## src/rtl/l1_memory_arbiter.sv

```systemverilog
// l1_memory_arbiter
//
// Shares one external memory request port between the L1 I-cache refill path
// (master 0) and the L1 D-cache (master 1). One word transfer is outstanding
// at a time; the memory port is driven from registers and the returned
// data-valid strobe is routed only to the granted master. Simultaneous
// requests are resolved by a per-transfer round-robin pointer.
//
// Optional feature: define L1_MEM_ARB_TIMEOUT_EN to abort a transfer after
// TIMEOUT_CYCLES busy cycles without mem_data_valid (error pulse to the
// granted master). Without it, BUSY waits indefinitely and errors are tied 0.
//
// Ports:
//   clk, rst                  clock, asynchronous active-high reset
//   mX_addr/write/wdata/trans master X request (trans 2'b10 = request)
//   mX_data_valid             beat done for master X (combinational)
//   mX_error                  master X transfer aborted (registered pulse)
//   rdata                     mem_rdata broadcast
//   mem_addr/write/wdata      registered request, addr[1:0] forced 0
//   mem_trans                 2'b10 while a transfer is outstanding
//   mem_data_valid, mem_rdata memory response
//   grant                     current or last granted master

module l1_memory_arbiter #(
    parameter int unsigned TIMEOUT_CYCLES = 256
) (
    input  logic        clk,
    input  logic        rst,
    input  logic [31:0] m0_addr,
    input  logic        m0_write,
    input  logic [31:0] m0_wdata,
    input  logic [1:0]  m0_trans,
    output logic        m0_data_valid,
    output logic        m0_error,
    input  logic [31:0] m1_addr,
    input  logic        m1_write,
    input  logic [31:0] m1_wdata,
    input  logic [1:0]  m1_trans,
    output logic        m1_data_valid,
    output logic        m1_error,
    output logic [31:0] rdata,
    output logic [31:0] mem_addr,
    output logic        mem_write,
    output logic [31:0] mem_wdata,
    output logic [1:0]  mem_trans,
    input  logic        mem_data_valid,
    input  logic [31:0] mem_rdata,
    output logic        grant
);

    typedef enum logic [0:0] {StIdle, StBusy} state_e;

    state_e      state_q;
    logic        rr_q;
    logic        grant_q;
    logic        busy_q;
    logic [31:0] mem_addr_q;
    logic        mem_write_q;
    logic [31:0] mem_wdata_q;

    logic m0_req, m1_req, any_req, sel_d;

    always_comb begin
        m0_req  = (m0_trans == 2'b10);
        m1_req  = (m1_trans == 2'b10);
        any_req = m0_req | m1_req;
        // Round-robin pointer only matters when both masters contend.
        sel_d   = (m0_req && m1_req) ? rr_q : m1_req;
    end

    // Word addresses: the byte-offset bits are deliberately dropped.
    logic unused_addr_bits;
    assign unused_addr_bits = ^{m0_addr[1:0], m1_addr[1:0]};

`ifdef L1_MEM_ARB_TIMEOUT_EN
    localparam logic [15:0] TmoLast = 16'(TIMEOUT_CYCLES - 1);
    logic [15:0] tmo_cnt_q;
    logic        m0_error_q, m1_error_q;
`else
    logic unused_timeout_param;
    assign unused_timeout_param = ^TIMEOUT_CYCLES;
`endif

    always_ff @(posedge clk or posedge rst) begin
        if (rst) begin
            state_q     <= StIdle;
            rr_q        <= 1'b0;
            grant_q     <= 1'b0;
            busy_q      <= 1'b0;
            mem_addr_q  <= 32'h0;
            mem_write_q <= 1'b0;
            mem_wdata_q <= 32'h0;
`ifdef L1_MEM_ARB_TIMEOUT_EN
            tmo_cnt_q   <= 16'h0;
            m0_error_q  <= 1'b0;
            m1_error_q  <= 1'b0;
`endif
        end else begin
`ifdef L1_MEM_ARB_TIMEOUT_EN
            m0_error_q <= 1'b0;
            m1_error_q <= 1'b0;
`endif
            unique case (state_q)
                StIdle: begin
                    if (any_req) begin
                        grant_q     <= sel_d;
                        busy_q      <= 1'b1;
                        mem_addr_q  <= sel_d ? {m1_addr[31:2], 2'b00}
                                             : {m0_addr[31:2], 2'b00};
                        mem_write_q <= sel_d ? m1_write : m0_write;
                        mem_wdata_q <= sel_d ? m1_wdata : m0_wdata;
                        state_q     <= StBusy;
`ifdef L1_MEM_ARB_TIMEOUT_EN
                        tmo_cnt_q   <= 16'h0;
`endif
                    end
                end
                StBusy: begin
                    // Completion has priority over a coincident timeout.
                    if (mem_data_valid) begin
                        busy_q  <= 1'b0;
                        rr_q    <= ~grant_q;
                        state_q <= StIdle;
`ifdef L1_MEM_ARB_TIMEOUT_EN
                    end else if (tmo_cnt_q == TmoLast) begin
                        busy_q     <= 1'b0;
                        rr_q       <= ~grant_q;
                        state_q    <= StIdle;
                        m0_error_q <= ~grant_q;
                        m1_error_q <= grant_q;
                    end else begin
                        tmo_cnt_q <= tmo_cnt_q + 16'd1;
`endif
                    end
                end
                default: state_q <= StIdle;
            endcase
        end
    end

    // Strobes gated by state so an asynchronous reset kills them at once.
    assign m0_data_valid = mem_data_valid && (state_q == StBusy) && !grant_q;
    assign m1_data_valid = mem_data_valid && (state_q == StBusy) && grant_q;

`ifdef L1_MEM_ARB_TIMEOUT_EN
    assign m0_error = m0_error_q;
    assign m1_error = m1_error_q;
`else
    assign m0_error = 1'b0;
    assign m1_error = 1'b0;
`endif

    assign rdata     = mem_rdata;
    assign mem_addr  = mem_addr_q;
    assign mem_write = mem_write_q;
    assign mem_wdata = mem_wdata_q;
    assign mem_trans = {busy_q, 1'b0};
    assign grant     = grant_q;

endmodule

```

## config.mk

```make
export PLATFORM = sky130hd
export DESIGN_NAME = l1_memory_arbiter
export DESIGN_NICKNAME = d
export VERILOG_FILES = /design/src/rtl/l1_memory_arbiter.sv
export SDC_FILE = /design/constraint.sdc
export NUM_CORES = 1
export LEC_CHECK = 0
export ABC_AREA = 1
export CORE_ASPECT_RATIO = 1.5
export CORE_MARGIN = 5
export CORE_UTILIZATION = 36
export DETAILED_ROUTE_END_ITERATION = 7
export GPL_TIMING_DRIVEN = 0
export PLACE_DENSITY = 0.88
export SLEW_MARGIN = 25
export SYNTH_ARGS = -nofsm -noshare
export SYNTH_HDL_FRONTEND = slang
export SYNTH_SLANG_ARGS = --single-unit
```

## constraint.sdc

```tcl
create_clock -name clk -period 2.22 [get_ports clk]
set_input_delay 0.222 -clock clk [delete_from_list [all_inputs] [get_ports clk]]
set_output_delay 0.222 -clock clk [all_outputs]
set_load 0.005 [all_outputs]
```

Word level (Yosys, flattened, before mapping):

Index checks and enable logic that the tools add are counted.
W data, S select, Z words.

* equality and inequality tests: 4
* bitwise gates (word level): 3
* reductions and logical operators: 8
* multiplexer cells: 10

Operator list (number)
* $mux W32: 2
* $mux W1: 6
* $reduce_and A2 Y1: 3
* $eq A2 B2 Y1 const B: 2
* $logic_and A1 B1 Y1: 4
* $ne A2 B2 Y1 const B: 2
* $pmux W1 S2: 2
* $not A1 Y1: 2
* $logic_not A1 Y1: 1
* $or A1 B1 Y1: 1

* bits in registers: 69
* word-level logic and storage cells: 32
* output and inout bits: 104
* input port bits: 169

Depth between registers and ports, before layout:

Gate-level depths: netlist of run 1.

* depth in word-level cells: 4
* depth in mapped cells: 8
* depth with buffers taken out: 7

Least setup slack after synthesis of run 1:

No wires, ideal clock.

* kind: register -> register
* from: register rr_q
* to: register mem_addr_q[10] (netlist: mem_addr[10])
* path buffers: 1
* slack: 1.040 ns
* data required time: 2.102 ns
* period minus slack after synthesis: 1.180 ns
* arrival: 1.062 ns
* stages on the path, launching flop included: 8
* library setup time: 0.118 ns
* cell sequence: dfrtp_1 inv_1 nand3_2 nand2_2 buf_2 nand2_1 nand3_1 nand2_1

* cells in the longest elaborated chain, start to end: 2

Ends and longest elaborated chain
* start, declared: line 54 `logic rr_q;`
* start signal, assigned: line 122 `rr_q <= ~grant_q;`
* $mux W1: line 68 `sel_d = (m0_req && m1_req) ? rr_q : m1_req;`
* $mux W32: line 108 `mem_addr_q <= sel_d ? {m1_addr[31:2], 2'b00}`
* end signal, assigned: line 108
* end, declared: line 57 `logic [31:0] mem_addr_q;`

No other way between the ends.
A chain may end at the register's enable or synchronous reset.

Worst setup path after layout of run 1:

* from: register state_q
* to: output port m1_data_valid

* cells in the longest elaborated chain, start to end: 2

Ends and longest elaborated chain
* start, declared: line 53 `state_e state_q;`
* start signal, assigned: line 86 `state_q <= StIdle;`
* start signal, assigned: line 112 `state_q <= StBusy;`
* start signal, assigned: line 123 `state_q <= StIdle;`
* $logic_and A1 B1 Y1 (2 in a row): line 143 `assign m1_data_valid = mem_data_valid && (state_q == StBusy) && grant_q;`
* end, declared: line 39 `output logic m1_data_valid,`

No other way between the ends.

==> run_results.csv, run 1 <==
group,metric,value,unit
outcome,status,"finished, final reports clean",
drt,drt_first_pass_iters,5,
clocking,clock_latency,330,ps
grt,grt_remaining_overflow,0,
setup_path,cp-end-kind,"primary output",
grt,grt.total_usage,20.55,%
grt,grt_pass1_wl,22.29,mm
timing,tns,0,ps
timing,finalCritPeriodShare,80.69,%
pwr,p_leak,3.714,nW
clocking,h-tree-depth,3,
worst_hold_path,worstHoldPathType,"in -> async",
placement,io_buffers,231,
grt,grt_pass1_vias,4426,
logic_synthesis,synth_warnings,0,
setup_path,r2r_start,"rr_q",
setup_path,critPathLaunchType,"flip-flop",
layout,final_common_cell,"clkdlybuf4s50_1",
clocking,cts_root_buf,"clkbuf_16",
die,fp.dieH,140.3,um
timing,drv_slew,0,
setup_path,regToRegSetupSlack,500,ps
drt,drc,0,
run,drv_cap,0,
layout,drive_above_1_share,9.272,%
drt,ant_nets,0,
setup_path,crit_fanout,4,
timing,max_freq,558.2,MHz
logic_synthesis,ys_types,17,
drt,drt_iter0_drc,204,
clocking,clock_path_buffers,2,
clocking,cts_sinks,67,
die,die-area,13600,um2
logic_synthesis,synthCells,601,
clocking,post_cts_buffers,0,
logic_synthesis,avgSynthCellArea,6.785,um2
clocking,postCtsResizedCells,0,
setup_path,path_class,"reg -> out",
die,ios,273,
timing,report.final.hold_viol_count,0,
clocking,cts_buffers,9,
timing,slew_headroom,64.72,%
grt,grt_max_degree,39,
pwr,peakVddDrop,367.8,uV
pwr,power,5.027,mW
logic_synthesis,ys_seq_area_share,41.12,%
setup_path,critPathLaunch,"state_q",
timing,grt_setup_unrepaired,"no",
placement,dp_hpwl,11.23,mm
setup_path,reg2reg_depth,7,
layout,final_cells,999,
timing,max_slew.worst_pin.slew,529.1,ps
die,rows,47,
die,core_area,11060,um2
setup_path,worstPathArrival,1570,ps
drt,wl_per_cell,14.35,um
timing,setup_viol,0,
timing,finalWorstPathRequiredPeriod,1791,ps
layout,final_cell_mix,"231 x clkdlybuf4s50_1, 196 x nand2_1, 130 x inv_1",
die,start_util,36.88,%
layout,area_growth,68.92,%
clocking,clkTransAtPathRegs,50,ps
drt,num_vias,4512,
drt,drt-vias-per-instance,4.517,
setup_path,cp.required,2000,ps
placement,placed_cells,984,
clocking,ctsHoldBuffers,0,
layout,fillers,1035,
drt,drt_wl_total,14.33,mm
setup_path,critPathCapture,"m1_data_valid",
grt,antenna_found_initial,0,
logic_synthesis,ys_ff_latch,67,
clocking,cts_tree,"done",
layout,utilization,62.30,%
logic_synthesis,synth.cell_area,4078,um2
placement,gp_congestion,0.8615,
layout,diodes,0,
setup_path,r2r-end,"mem_wdata[19]",
die,chipWidth,96.90,um
timing,finClkSkew,5.811,ps
pwr,powerDensity,729.8,nW/um2
layout,nets,1017,
worst min path at each step:
stage	from	end	slack [ps]	cells past startpoint
floorplan	mem_data_valid	state_q	320	1
global placement	mem_addr[21]	mem_addr[21]	460	2
detailed placement	mem_addr[3]	mem_addr[3]	460	2
CTS	rst	mem_addr[17]	250	2
global route	rst	mem_addr[17]	270	2
finish	rst	mem_addr[17]	240	2
layout make-up:
cell class,instances,area [um2],share of cell area [%]
sequential,67,1677,24.34
multi-input combinational,336,1445,20.98
clock inverter,3,40.04,0.5813
clock buffer,12,236.5,3.433
timing repair buffer,232,2332,33.86
inverter,133,501.7,7.284
tap,147,183.9,2.670
buffer,69,471.7,6.848
cells in the mapped netlist:
master | count | area share (%)
nand3_1 | 127 | 16
inv_2 | 2 | 0.18
buf_4 | 40 | 7.4
buf_2 | 14 | 1.7
o21ai_1 | 1 | 0.12
nor2_1 | 2 | 0.18
a21oi_4 | 1 | 0.40
o21ai_0 | 1 | 0.12
clkbuf_1 | 9 | 0.83
conb_1 | 1 | 0.092
buf_6 | 6 | 1.7
nand3_2 | 1 | 0.25
inv_1 | 131 | 12
nand2_1 | 196 | 18
a21oi_1 | 1 | 0.12
dfrtp_1 | 67 | 41
nand2_2 | 1 | 0.15
sequential cells by signal (all words and copies together), names as in the netlist:
| signal | count |
|---|---|
| state_q | 1 |
| mem_write | 1 |
| rr_q | 1 |
| mem_wdata | 32 |
| grant | 1 |
| mem_addr | 30 |
| busy_q | 1 |
critical path: stages, from the launching register on:
cell and delay [ps]:
dfrtp_1 430, nand2_1 150, nor2_1 140, clkdlybuf4s50_1 530
per-layer routing:
layer / track usage (%) / vias to the layer above / share of wire, %
li1: - / 2237 / -
met1: 23.06 / 2045 / 38
met2: 36.50 / 203 / 52
met3: 6.318 / 27 / 7.3
met4: 7.470 / 0 / 3.0
met5: 0 / - / 0
through the flow:
| stage | area, um2 | hold WS, ps | setup WS (ps) |
|---|---|---|---|
| 2_1_floorplan | 4093 | 318.4 | 314.8 |
| 3_3_place_gp | 6589 | 460.9 | -960.4 |
| 3_5_place_dp | 6611 | 464.4 | 146.8 |
| 4_1_cts | 6888 | 251.8 | 416.8 |
| 5_1_grt | 6888 | 274.6 | 288.0 |
| 6_report | 6888 | 244.5 | 428.7 |
report_power, final:
group	total (mW)	switching [mW]	internal, mW
Clock	1.37	0.510	0.860
Sequential	1.76	0.191	1.57
Combinational	1.90	0.772	1.13
cells by family after synthesis:
kind of cell	after synthesis	synth area share, %
AND/OR/NAND/NOR	327	34.21
buffers and inverters	202	23.81
flip-flops	67	41.12
AO/OA/AOI/OAI	4	0.7669
other	1	0.09196
(Power assumes the default switching activity.)
==> run 2, diff against run 1 <==
--- a/config.mk
+++ b/config.mk
@@ -8,10 +8,10 @@
 export ABC_AREA = 1
 export CORE_ASPECT_RATIO = 1.5
 export CORE_MARGIN = 5
-export CORE_UTILIZATION = 36
+export CORE_UTILIZATION = 33
 export DETAILED_ROUTE_END_ITERATION = 7
 export GPL_TIMING_DRIVEN = 0
-export PLACE_DENSITY = 0.88
+export PLACE_DENSITY = 0.85
 export SLEW_MARGIN = 25
 export SYNTH_ARGS = -nofsm -noshare
 export SYNTH_HDL_FRONTEND = slang
==> constraint.sdc (replaced) <==
create_clock -name clk -period 1.57 [get_ports clk]
set_input_delay 0.157 -clock clk [delete_from_list [all_inputs] [get_ports clk]]
set_output_delay 0.157 -clock clk [all_outputs]
set_load 0.005 [all_outputs]
==> run_results.csv, run 2 (synthesis results as in run 1) <==
group,metric,value,unit
outcome,status,"finished, final reports clean",
timing,drv_slew,0,
timing,setup_slack,117.4,ps
setup_path,r2r_start,"rr_q",
timing,finClkSkew,8.078,ps
layout,largest_reg_flops,32,
placement,io_buffers,231,
setup_path,worstPathArrival,1670,ps
die,chipWidth,100.8,um
timing,setup_viol,0,
layout,final_common_cell,"clkdlybuf4s50_1",
layout,finalInstanceArea,6975,um2
layout,area_growth,71.06,%
drt,drt_first_pass_iters,4,
drt,drt_wl_total,14.78,mm
setup_path,path_class,"reg -> reg",
die,ios,273,
setup_path,worst-path-buf-inv,2,
setup_path,regToRegSetupSlack,120,ps
clocking,clkTransAtPathRegs,60,ps
grt,grt.total_usage,19.93,%
layout,utilization,57.75,%
grt,grt_pass1_wl,23.08,mm
setup_path,crit_slowest_cell,"dfrtp_1",
clocking,cts_root_buf,"clkbuf_16",
grt,antenna_found_initial,0,
clocking,cts_sinks,67,
placement,dp_hpwl,11.69,mm
setup_path,critPathMostFrequentCell,"nand2_1",
timing,finalCritPeriodShare,92.52,%
clocking,clock_latency,330,ps
pwr,peakVddDrop,465.9,uV
die,core_area,12080,um2
drt,num_vias,4520,
setup_path,path_delay_family,"simple AND/OR/NAND/NOR gates",
setup_path,crit_fanout,10,
timing,max_freq,688.4,MHz
setup_path,reg2reg_depth,7,
timing,grt_setup_unrepaired,"yes",
grt,grt_pass1_vias,4701,
die,rows,49,
timing,finalWorstPathRequiredPeriod,1453,ps
setup_path,cp-end-kind,"flip-flop",
drt,drt-vias-per-instance,4.484,
clocking,cts_buffers,9,
placement,pre_cts_ws,-378.0,ps
clocking,h-tree-depth,3,
setup_path,crit_chain,"inv_1 > nand3_4 > nand2_4 > buf_2 > nand2_1 > nand3_1 > nand2_1",
grt,grt_max_degree,31,
drt,drc,0,
timing,report.final.hold_viol_count,0,
placement,placed_cell_area,6640,um2
setup_path,slowest_delay,360,ps
drt,drt_iter0_drc,139,
pwr,power,7.343,mW
drt,wl_per_cell,14.66,um
setup_path,cp.required,1780,ps
worst_hold_path,worstHoldPathType,"in -> async",
die,die-area,14730,um2
clocking,ctsHoldBuffers,0,
setup_path,critPathLaunchType,"flip-flop",
pwr,p_leak,3.755,nW
layout,final_cell_mix,"229 x clkdlybuf4s50_1, 195 x nand2_1, 130 x inv_1",
drt,ant_nets,0,
layout,diodes,0,
layout,nets,1019,
placement,gp_congestion,0.8528,
die,fp.dieH,146.1,um
run,drv_cap,0,
grt,grt_remaining_overflow,0,
clocking,clock_path_buffers,2,
pwr,powerDensity,1053,nW/um2
die,start_util,33.76,%
clocking,cts_tree,"done",
layout,drive_above_1_share,10.06,%
setup_path,r2r-end,"mem_wdata[28]",
## run 2: changes by cell type in the layout (fill, tap and decap cells not counted), sizes merged
cell,previous run,this run
buf,61,62
bufinv,1,2
clkdlybuf4s50,231,229
clkinvlp,0,2
dlygate4sd2,0,2
inv,133,132
## run 2: timing repair
item / in CTS / in global routing
buffers inserted: 1 / 0
setup endpoints to repair: 61 / 15
gates resized for setup: 4 / 6
## run 2: report_power, final
part,total [mW],internal (mW),switching [mW]
combinational,2.71,1.61,1.11
clock,2.15,1.39,0.760
sequential,2.48,2.21,0.269
total,7.34,5.21,2.14
## run 2: area by class of cell
cell class | instances | area [um2]
Tap cell | 153 | 191.4
Fill cell | 1119 | 5102
Clock inverter | 5 | 77.57
Inverter | 133 | 503.0
Sequential cell | 67 | 1677
Multi-Input combinational cell | 336 | 1460
Buffer | 69 | 476.7
Clock buffer | 11 | 232.7
Timing Repair Buffer | 234 | 2357
## run 2: how the worst max path moves through the flow
stage	endpoint	startpoint	depth (start not counted)
4_1_cts	mem_wdata[19]	m1_trans[0]	8
3_3_place_gp	mem_wdata[31]	m0_trans[1]	7
2_1_floorplan	mem_addr[10]	rr_q	7
6_report	mem_wdata[28]	rr_q	7
5_1_grt	mem_wdata[31]	rr_q	7
3_5_place_dp	mem_wdata[31]	m0_trans[1]	7
## run 2: layer usage
metal	vias to the layer above	routed length [um]	track usage (%)
met4	0	514	9.171
met1	2050	5457	22.16
met2	196	7677	35.65
met3	34	1130	3.962
met5	-	0	0
li1	2240	-	-
## run 2: worst reg2reg max path: cells and delay by family, from the launching register on
family	cells	cell delay (ps)
buf+inv	2	360
flops	1	360
simple gates	5	620
## run 2: metrics by stage
stage / setup TNS (ps) / cells / hold WS [ps]
6_report: 0 / 1008 / 159.7
5_1_grt: -51.08 / 1008 / 180.3
4_1_cts: 0 / 1008 / 160.2
3_5_place_dp: -18420 / 991 / 463.6
3_3_place_gp: -32800 / 989 / 461.1
2_1_floorplan: 0 / 605 / 253.4
==> edit 1: new RTL, config.mk and constraints of run 1 <==
The option `L1_MEM_ARB_TIMEOUT_EN` is turned on by a define.
--- a/src/rtl/l1_memory_arbiter.sv
+++ b/src/rtl/l1_memory_arbiter.sv
@@ -20,6 +20,8 @@
 //   mem_trans                 2'b10 while a transfer is outstanding
 //   mem_data_valid, mem_rdata memory response
 //   grant                     current or last granted master
+
+`define L1_MEM_ARB_TIMEOUT_EN
 
 module l1_memory_arbiter #(
     parameter int unsigned TIMEOUT_CYCLES = 256
Check against the original RTL: same outputs for any inputs over 10 cycles, from zero or initial values and one cycle with rst high; that may be too few to reach the edited logic, so the function may still have changed.
==> edit 1 against run 1 <==
Combinational power decreased by 4%. Sequential power increased by 22%. Sequential cell count grew 18. Clock power increased by 12%. Area after synthesis increased by 8.7%. Critical endpoint is now tmo_cnt_q[13]. Core utilization decreased by 1.2 points. Sequential share of layout area is 4.6 points higher. Final area up 6.6%. Synthesized cell count down 4.8%. Wire length rose by 7.9%. Fmax fell by 1.8%. Setup slack worse by 33 ps. Hold slack gained 7.6 ps. Power increased by 9.6%.
==> edit 1: results <==
metrics = {
    "global_routing": {
        "grt.met2_usage_pct": 37.5,
        "met1_usage_pct": 21.1,
        "track_usage_pct": 20.4,
        "gr-total-overflow": 0,
        "grt_pass1_vias": 4745,
        "gr-usage-met3_pct": 6.76,
        "grt_max_degree": 32,
        "grt_pass1_wl_um": 23600,
    },
    "power_and_ir_drop": {
        "p_switching_mw": 1.59,
        "seq-power_mw": 2.14,
        "p_clk_mw": 1.54,
        "ir_worst_vdd_v": 0.000388,
        "seqPwrFrac_pct": 38.9,
        "cellLeakagePower_nw": 3.13,
    },
    "placement": {
        "dpl_cell_area_um2": 7040,
        "dpl.hpwl_um": 12300,
        "pre_cts_ws_ps": 82.1,
        "gp_congestion": 0.884,
        "portBuffers": 233,
    },
    "layout": {
        "fillers": 1053,
        "drive_gt1_share_pct": 9.81,
        "nNetsFinal": 991,
        "seq_area_um2": 2130,
    },
    "synthesis": {
        "synth_compound_area_share_pct": 15.5,
        "syn_avg_cell_area_um2": 7.75,
        "yosysUniqueCellTypes": 26,
        "synthXorXnorAreaFrac_pct": 1.19,
        "synth_common_cells": "nand2_1 (115), o21ai_0 (110), nor2_1 (96)",
        "ys_seq_area_share_pct": 48.0,
        "synthAdderAreaFrac_pct": 0.282,
        "synth.area.top_cells": "dfrtp_1 (48%), o21ai_0 (12%), nand2_1 (9.7%)",
    },
    "drt": {
        "dr.first_iter.drc_count": 143,
        "m1WireLength_um": 5380,
        "drt_pass1_iterations": 4,
        "route.met2.wl_um": 8300,
        "via_count": 4749,
        "met3_length_um": 1370,
        "wire_per_inst_um": 15.8,
    },
    "clock_tree": {
        "cts_resized": 0,
        "cts-root-buf": "clkbuf_16",
    },
    "outcome": {
        "status": "finished clean",
    },
    "worst_setup_path": {
        "slowest_delay_ps": 470,
        "worstPathMaxFanout": 10,
        "slowest_stage": "dfrtp_1",
    },
    "sta": {
        "tightest_slew_ps": 567,
        "finalClockSkew_ps": 6.88,
    },
}
==> edit 1: cell types whose count changed after synthesis, moves of 5 or more <==
| cell | before | now |
|---|---|---|
| o21ai_1 | 1 | 17 |
| nand2_1 | 196 | 115 |
| o21ai_0 | 1 | 110 |
| buf_6 | 6 | 1 |
| dfrtp_1 | 67 | 85 |
| xor2_1 | 0 | 6 |
| clkbuf_1 | 9 | 18 |
| a21oi_1 | 1 | 10 |
| nor2_1 | 2 | 96 |
| inv_1 | 131 | 17 |
| nand3_1 | 127 | 24 |
==> edit 1: critical path: cells and delay by family, from the launching register on <==
| kind | cells | cell delay [ps] |
|---|---|---|
| buffers and inverters | 2 | 250 |
| and+or+nand+nor | 8 | 750 |
| DFF | 1 | 470 |
| adders and majority gates | 1 | 240 |
==> edit 1: stage by stage <==
step | instances | hold WS (ps)
global route | 979 | 286
floorplan | 574 | 294
finish | 979 | 252
global placement | 960 | 457
detailed placement | 963 | 473
CTS | 979 | 258
==> edit 1: final cells by class <==
type	instances	share of cell area (%)
timing repair buffer	236	32.8
sequential	85	29.0
multi-input combinational	403	24.9
buffer	66	5.54
clock buffer	11	3.30
tap	153	2.61
inverter	20	1.09
clock inverter	5	0.801
==> edit 1: path summary, 6_finish.rpt <==
| kind | from | depth (start not counted) | end | slack, ps |
|---|---|---|---|---|
| max reg2reg | tmo_cnt_q[0] | 11 | tmo_cnt_q[13] | 400 |
| min reg2reg | busy_q | 2 | busy_q | 490 |
| max | tmo_cnt_q[0] | 11 | tmo_cnt_q[13] | 400 |
| min | rst | 2 | mem_addr[7] | 250 |
| min in group clk | m1_wdata[17] | 3 | mem_wdata[17] | 440 |
| max in group asynchronous | rst | 4 | mem_wdata[20] | 1340 |
==> edit 2: new RTL, config.mk and constraints of run 1 <==
Without the edit above. Reset style: synchronous (`rst`), changed in one clocked block. Comments in the files are not updated.
--- a/src/rtl/l1_memory_arbiter.sv
+++ b/src/rtl/l1_memory_arbiter.sv
@@ -81,7 +81,7 @@
     assign unused_timeout_param = ^TIMEOUT_CYCLES;
 `endif
 
-    always_ff @(posedge clk or posedge rst) begin
+    always_ff @(posedge clk) begin
         if (rst) begin
             state_q     <= StIdle;
             rr_q        <= 1'b0;
Behaviour: differs if rst is asserted again (counterexample within 4 cycles, from zero or initial values and one cycle with rst high); with rst held inactive, the same outputs for 10 cycles.
==> edit 2 against run 1 <==
Hold slack better by 76 ps. Area after synthesis down 3.0%. Critical path depth unchanged. Clock power down 5%. Setup slack better by 91 ps. Power down 23%. Sequential cell count unchanged. Final area down 2.4%. Wire length about the same.
==> edit 2: results <==
metrics = {
    "power_and_ir_drop": {
        "cellLeakagePower_nw": 3.26,
        "ir_worst_vdd_v": 0.000344,
        "p_switching_mw": 1.04,
        "pg_comb_mw": 1.17,
        "seq-power_mw": 1.38,
        "total_power_mw": 3.85,
    },
    "drt": {
        "wire_per_inst_um": 14.2,
        "drt_pass1_iterations": 6,
        "via_count": 4638,
        "dr.first_iter.drc_count": 155,
        "top_layer": "met5",
        "route.met2.wl_um": 7770,
        "m1WireLength_um": 4860,
        "met3_length_um": 1170,
    },
    "placement": {
        "place_inst": 994,
        "dpl.hpwl_um": 11300,
        "gp_congestion": 0.862,
        "portBuffers": 230,
        "dpl_cell_area_um2": 6460,
        "pre_cts_ws_ps": 393,
    },
    "layout": {
        "antenna-diode-count": 0,
        "drive_gt1_share_pct": 11.4,
        "fin_cells": 1008,
    },
    "worst_setup_path": {
        "slowest_stage": "clkdlybuf4s50_1",
        "r2r-end": "mem_addr[10]",
        "r2r_cells": 8,
        "critPathCapture": "m1_data_valid",
        "r2r_slack_ps": 850,
        "r2r-start": "rr_q",
        "cp.arrival_ps": 1480,
        "crit_path_start": "state_q",
    },
    "global_routing": {
        "grt.met2_usage_pct": 39.1,
        "grt_max_degree": 11,
        "gr-usage-met3_pct": 4.78,
        "grt_pass1_wl_um": 21600,
        "met1_usage_pct": 20.8,
        "busiest_layer": "met2",
        "track_usage_pct": 21.0,
        "antenna_found_initial": 1,
        "grt_pass1_vias": 4479,
    },
    "synthesis": {
        "yosysUniqueCellTypes": 18,
        "synth_common_cells": "inv_1 (132), nand2_1 (130), nand3_1 (128)",
        "ys.flop_type": "dfxtp_1",
        "syn_avg_cell_area_um2": 6.45,
        "ys_seq_area_share_pct": 33.9,
        "synth.area.top_cells": "dfxtp_1 (34%), nand3_1 (16%), inv_1 (13%)",
        "async_reset_ff_share_pct": 0,
    },
    "worst_hold_path": {
        "min_path_type": "in -> reg",
    },
    "sta": {
        "fin_hold_ws_ps": 321,
        "min_period_ps": 1700,
        "finalClockSkew_ps": 3.89,
    },
    "clock_tree": {
        "cts_buffer_depth": 2,
        "clkTransAtPathRegs_ps": 50,
    },
    "outcome": {
        "status": "finished clean",
    },
}
-- edit 2: cell types whose count changed after synthesis, sizes merged, moves of 3 or more --
cell / run 1 / this run
nand2: 197 / 134
a21oi: 2 / 64
dfrtp: 67 / 0
dfxtp: 0 / 67
clkbuf: 9 / 6
buf: 60 / 72
-- edit 2: critical path, delay by kind of cell (launching register included) --
family                 cells  cell delay (ps)
buffers and inverters      1              530
flip-flops                 1              350
AND/OR/NAND/NOR            2              270
-- edit 2: cells by family (layout without fill, tap and decap cells) --
family                 after synthesis  count (layout)  share of synthesized area, %
flip-flops                          67              67                          33.9
other                                1               5                        0.0948
AND/OR/NAND/NOR                    266             266                          29.5
AO/OA/AOI/OAI                       66              66                          8.86
buffers and inverters              213             457                          27.6
-- edit 2: area by class of cell --
cell class,instances,area (um^2)
Fill cell,995,4150
Timing Repair Buffer,230,2300
Multi-Input combinational cell,337,1540
Sequential cell,67,1340
Buffer,78,586
Inverter,135,507
Clock buffer,11,253
Tap cell,147,184
Clock inverter,3,15.0
